<file path="config.mk">
export PLATFORM = sky130hd
export DESIGN_NAME = ex_mem_pipe_stage
export DESIGN_NICKNAME = d
export VERILOG_FILES = /design/src/rtl/ex_mem_pipe_stage_pkg.sv /design/src/rtl/ex_mem_pipe_stage_slot.sv /design/src/rtl/ex_mem_pipe_stage.sv
export SDC_FILE = /design/constraint.sdc
export NUM_CORES = 1
export LEC_CHECK = 0
export CAP_MARGIN = 20
export CORE_AREA = 4 4 233 167
export DETAILED_ROUTE_END_ITERATION = 10
export DIE_AREA = 0 0 237 171
export PLACE_DENSITY = 0.54
export SETUP_SLACK_MARGIN = 0.05
export SYNTH_ARGS = -nofsm -noshare
export SYNTH_HDL_FRONTEND = slang
export SYNTH_HIERARCHICAL = 1
export SYNTH_SLANG_ARGS = --single-unit
</file>
<file path="constraint.sdc">
create_clock -name clk -period 3.5 [get_ports clk]
set_input_delay 0.7 -clock clk [delete_from_list [all_inputs] [get_ports clk]]
set_output_delay 0.7 -clock clk [all_outputs]
set_load 0.01 [all_outputs]
</file>
<file path="src/rtl/ex_mem_pipe_stage_pkg.sv">
`default_nettype none
// ============================================================================
//  Module   : ex_mem_pipe_stage_pkg
//  Purpose  : Shared definitions for the EX->MEM pipeline register:
//             control-vector bit positions, control width, reset pc.
//  Revision : 1.0  initial release
// ============================================================================
package ex_mem_pipe_stage_pkg;

    // Control vector layout {jump,branch,memWrite,regWrite,memToReg}
    localparam int CTRL_MEMTOREG = 0;
    localparam int CTRL_REGWRITE = 1;
    localparam int CTRL_MEMWRITE = 2;
    localparam int CTRL_BRANCH   = 3;
    localparam int CTRL_JUMP     = 4;

    localparam int          EM_CTRL_W   = 5;
    localparam logic [31:0] EM_RESET_PC = 32'h0000_3000;

endpackage
`default_nettype wire

</file>
<file path="src/rtl/ex_mem_pipe_stage_slot.sv">
`default_nettype none
// ============================================================================
//  Module   : pipe_slot
//  Purpose  : One payload entry of the EX->MEM stage. Loads on an accepted
//             beat, otherwise holds; a synchronous clear restores RESET_VAL.
//  Revision : 1.0  initial release
// ============================================================================
module pipe_slot
    import ex_mem_pipe_stage_pkg::*;
#(
    parameter int               PAY_W     = 8,
    parameter logic [PAY_W-1:0] RESET_VAL = '0
) (
    input  logic             clk,
    input  logic             clear,
    input  logic             load,
    input  logic [PAY_W-1:0] d,
    output logic [PAY_W-1:0] q
);

    // Clear has priority so reset/flush always wins over a same-cycle load
    always_ff @(posedge clk) begin
        if (clear) begin
            q <= RESET_VAL;
        end else if (load) begin
            q <= d;
        end
    end

endmodule
`default_nettype wire

</file>
<file path="src/rtl/ex_mem_pipe_stage.sv">
`default_nettype none
// ============================================================================
//  Module   : ex_mem_pipe_stage
//  Purpose  : EX->MEM pipeline register with valid/ready handshake, optional
//             second (skid) entry and synchronous flush. Bubbles present an
//             all-zero control vector so no write enable fires spuriously.
//  Revision : 1.0  initial release
// ============================================================================
module ex_mem_pipe_stage
    import ex_mem_pipe_stage_pkg::*;
#(
    parameter int                DATA_W   = 32,
    parameter int                RADDR_W  = 5,
    parameter int                CTRL_W   = EM_CTRL_W,
    parameter logic [DATA_W-1:0] RESET_PC = DATA_W'(EM_RESET_PC),
    parameter int                SKID     = 1
) (
    input  logic               clk,
    input  logic               reset,
    input  logic               flush,
    input  logic               in_valid,
    output logic               in_ready,
    input  logic [DATA_W-1:0]  in_pc,
    input  logic [RADDR_W-1:0] in_regaddr,
    input  logic [DATA_W-1:0]  in_alures,
    input  logic [DATA_W-1:0]  in_rdata2,
    input  logic [CTRL_W-1:0]  in_ctrl,
    output logic               out_valid,
    input  logic               out_ready,
    output logic [DATA_W-1:0]  out_pc,
    output logic [RADDR_W-1:0] out_regaddr,
    output logic [DATA_W-1:0]  out_alures,
    output logic [DATA_W-1:0]  out_rdata2,
    output logic [CTRL_W-1:0]  out_ctrl,
    output logic [1:0]         occupancy
);

    localparam int               PAY_W     = 3*DATA_W + RADDR_W + CTRL_W;
    localparam logic [PAY_W-1:0] PAY_RESET = {RESET_PC, {(PAY_W-DATA_W){1'b0}}};

    // State encoding doubles as the occupancy count
    localparam logic [1:0] ST_EMPTY = 2'd0;
    localparam logic [1:0] ST_ONE   = 2'd1;
    localparam logic [1:0] ST_TWO   = 2'd2;

    logic [1:0]       state;
    logic [1:0]       state_nxt;
    logic             in_fire;
    logic             out_fire;
    logic             head_load;
    logic             head_from_skid;
    logic             skid_load;
    logic             clear;
    logic [PAY_W-1:0] in_pay;
    logic [PAY_W-1:0] head_d;
    logic [PAY_W-1:0] head_q;
    logic [PAY_W-1:0] skid_q;
    logic [CTRL_W-1:0] head_ctrl;

    assign out_valid = (state != ST_EMPTY);
    assign occupancy = state;
    assign in_fire   = in_valid & in_ready;
    assign out_fire  = out_valid & out_ready;
    assign clear     = reset | flush;
    assign in_pay    = {in_pc, in_regaddr, in_alures, in_rdata2, in_ctrl};

    // With a skid entry in_ready comes straight from the state flops;
    // without one it must look at out_ready to sustain full throughput.
    generate
        if (SKID != 0) begin : g_ready_skid
            assign in_ready = !reset && (state != ST_TWO);
        end else begin : g_ready_noskid
            assign in_ready = !reset && (!out_valid || out_ready);
        end
    endgenerate

    // Next-state and slot-load decode; head refills from skid when draining TWO
    always_comb begin
        state_nxt      = state;
        head_load      = 1'b0;
        head_from_skid = 1'b0;
        skid_load      = 1'b0;
        case (state)
            ST_EMPTY: begin
                if (in_fire) begin
                    state_nxt = ST_ONE;
                    head_load = 1'b1;
                end
            end
            ST_ONE: begin
                if (in_fire && out_fire) begin
                    head_load = 1'b1;
                end else if (in_fire) begin
                    state_nxt = ST_TWO;
                    skid_load = 1'b1;
                end else if (out_fire) begin
                    state_nxt = ST_EMPTY;
                end
            end
            ST_TWO: begin
                if (out_fire) begin
                    state_nxt      = ST_ONE;
                    head_load      = 1'b1;
                    head_from_skid = 1'b1;
                end
            end
            default: begin
                state_nxt = ST_EMPTY;
            end
        endcase
    end

    // Reset and flush both empty the stage; the flushed in beat is dropped
    always_ff @(posedge clk) begin
        if (clear) begin
            state <= ST_EMPTY;
        end else begin
            state <= state_nxt;
        end
    end

    assign head_d = head_from_skid ? skid_q : in_pay;

    pipe_slot #(
        .PAY_W     (PAY_W),
        .RESET_VAL (PAY_RESET)
    ) u_head (
        .clk   (clk),
        .clear (clear),
        .load  (head_load),
        .d     (head_d),
        .q     (head_q)
    );

    generate
        if (SKID != 0) begin : g_skid
            pipe_slot #(
                .PAY_W     (PAY_W),
                .RESET_VAL (PAY_RESET)
            ) u_skid (
                .clk   (clk),
                .clear (clear),
                .load  (skid_load),
                .d     (in_pay),
                .q     (skid_q)
            );
        end else begin : g_no_skid
            assign skid_q = PAY_RESET;
        end
    endgenerate

    assign {out_pc, out_regaddr, out_alures, out_rdata2, head_ctrl} = head_q;
    assign out_ctrl = head_ctrl & {CTRL_W{out_valid}};

endmodule
`default_nettype wire

</file>
==> summary.txt <==
Routing
  – WL final: 23800 um
  – Pre-antenna DRT Iters: 4
  – DRC violations left: 0
  – Drt wl/cell: 15.5 um
  – 1st-iter DRT viols: 188
  – Vias: 6368
  – Vias per cell: 4.16
  – Antenna-violating nets left: 0

Global routing
  – Global route overflow: 0
  – First-pass GRT wire length: 36500 um
  – Initial antenna violation count: 0
  – Global Route Usage Sum: 0.111
  – Largest net degree at the start of global routing: 123
  – Vias in the first global route: 6259

Power
  – Pwr dens: 446 nW/um^2
  – Leak: 4.46 nW
  – Peak VDD IR: 0.291 mV

Critical path
  – WS Path Type: flip-flop to output port
  – Worst EP required: 2800 ps
  – R2r setup slk: 1190 ps
  – Critical-path top delay cell: clkdlybuf4s50_1
  – R2R depth: 6
  – Crit path capture type: output port
  – Critical path launch point type: flip-flop
  – Crit path DAT: 2080 ps
  – Biggest cell delay along the critical path: 580 ps
  – Critical path cell sequence: and2b_1 > nor2_1 > clkdlybuf4s50_1
  – RR Startpoint: occupancy[0]
  – Worst r2r dst: u_head/q[61]
  – CP Max Fanout: 7

Clock tree
  – CTS root buffer: clkbuf_16
  – CTS H-tree lvls: 1
  – # hold bufs at CTS: 0
  – Clock-pin slew on the worst setup and hold paths: 60 ps
  – # Post-CTS Setup Buffers: 0
  – Clk Latency, worst-skew pair: 530 ps
  – CTS resizes: 0
  – CTS Buf Count: 24
  – Clock sink count: 214
  – CTS tree: done
  – Longest Clk Path Bufs: 3

Cells and area
  – Most common cell after layout, fill and taps aside: clkdlybuf4s50_1
  – Area of the multi-input gates: 4390 um^2
  – Area Growth Syn to Fin: 36.9%
  – Fill cell count: 3719
  – Most frequent cells in the layout: 220 x clkdlybuf4s50_1, 214 x dfxtp_1, 210 x nor2_1
  – Share of cells above drive strength 1: 0.152
  – Fin area: 12400 um^2
  – Register area: 4280 um^2
  – Nets: 1134
  – Final core occ: 0.339
  – N_diodes: 0

Synthesis
  – Syn Nets: 938
  – Cell area after synthesis: 9090 um^2
  – Mean Syn Cell Area: 11.0 um^2
  – Mapped Cells: 827
  – Post-synthesis simple-gate area fraction: 0.0991
  – Post-Synth XOR/XNOR Area: 0
  – Register area share after synthesis: 0.471
  – Largest family of logic cells by synthesized area: multiplexers
  – Most used DFF post-synth: dfxtp_1
  – Async S/R FF share, synth: 0
  – YS warnings: 6
  – Netlist cell types: 24
  – Post-synth EDFFs: 0
  – Compound-Gate Fraction of Synth Area: 0.00757
  – Post-synthesis adder-cell area fraction: 0
  – Mux cell area share after synthesis: 0.372
  – Yosys reg bits: 214

Hold path
  – Worst Hold Depth: 2
  – Min-Delay Startpoint: u_head/q[60]
  – Hold worst-path end: u_head/q[60]
  – Hold WC Path Type: flip-flop to flip-flop

Status
  – Status: complete, no violations

STA
  – Slew headroom: 0.606
  – Endpoints failing hold: 0
  – Max-slew violation total from the final report: 0
  – Final worst path period share: 0.794
  – RSZ-0062 raised after global routing: no
  – Post-layout min period: 2780 ps
  – Achievable Freq: 360 MHz
  – Worst Skew: 10.5 ps
  – Slew @ Worst Pin: 591 ps
  – Final setup viols: 0
  – Setup TNS: 0 ps

Place
  – Global placer's final weighted congestion: 0.679
  – Placed inst area: 11700 um^2
  – Port Buf Inserts: 220
  – Detailed Place HPWL: 14800 um

Die
  – Row count: 59
  – Starting Density: 0.248
  – Die H: 171 um
  – Die area: 40500 um^2
  – Core Area: 36700 um^2
  – I/O pin count: 221
  – Die Width: 237 um

Job
  – Max_cap viols: 0
[per-layer routing]
layer	track usage	share of wire	vias to the layer above
met4	0.0266	0.023	0
met3	0.0287	0.047	33
met5	0	0	-
met2	0.176	0.44	118
met1	0.153	0.49	3024
li1	-	-	3193
[power by group]
group	internal, W	switching, W	total (W)
sequential	0.00248	0.0000239	0.00250
clock	0.00145	0.00102	0.00247
combinational	0.000330	0.000239	0.000569
total	0.00426	0.00129	0.00555
[critical path: cells and delay by family, from the launching register on]
kind / cells / cell delay [ps]
buffers and inverters: 1 / 580
and+or+nand+nor: 2 / 440
DFF: 1 / 530
[cell type report]
type | instances | area share
clock buffer | 38 | 0.0598
multi-input combinational | 551 | 0.353
timing repair buffer | 229 | 0.190
sequential | 214 | 0.344
clock inverter | 6 | 0.00241
inverter | 3 | 0.000905
tap | 488 | 0.0491
[logic make-up (layout without fill, tap and decap cells)]
kind of cell,count (synthesis),count (layout)
mux,314,314
compound gates,9,9
simple gates,228,228
flops,214,214
buf+inv,62,276
[synthesized netlist by cell type, types with 3 or more instances]
cell type  count  area [um^2]
mux2_2        77          867
buf_4         14          105
inv_1          3         11.3
dfxtp_1      214         4280
mux2i_1      208         2080
buf_8          8          120
buf_2         11         55.1
nor2b_1       10         62.6
clkbuf_1      18         67.6
buf_6          8         90.1
nor2_1       211          792
a211o_1        5         43.8
mux2_4        29          435
[worst max path at each step]
stage,startpoint,to,slack (ps),depth (start not counted)
3_3_place_gp,in_valid,u_head/q[17],390,7
4_1_cts,occupancy[0],in_ready,640,3
5_1_grt,occupancy[0],in_ready,620,3
3_5_place_dp,in_valid,u_head/q[69],380,7
6_report,occupancy[0],in_ready,720,3
2_1_floorplan,reset,u_head/q[100],1250,8
[state kept, by name, summed over array words and instances, names as in the netlist]
signal           flops
occupancy            2
u_head/q           106
g_skid.u_skid/q    106
[per-stage QoR]
step	setup WS [ps]	cells	power [W]	hold WS, ps
after floorplan	1250	827	0.00286	452
after global placement	395	1485	0.00313	469
after detailed placement	379	1485	0.00313	477
after CTS	636	1529	0.00568	495
after global routing	618	1529	0.00579	508
final	722	1529	0.00555	489
Power figures use the tool's default switching activity.
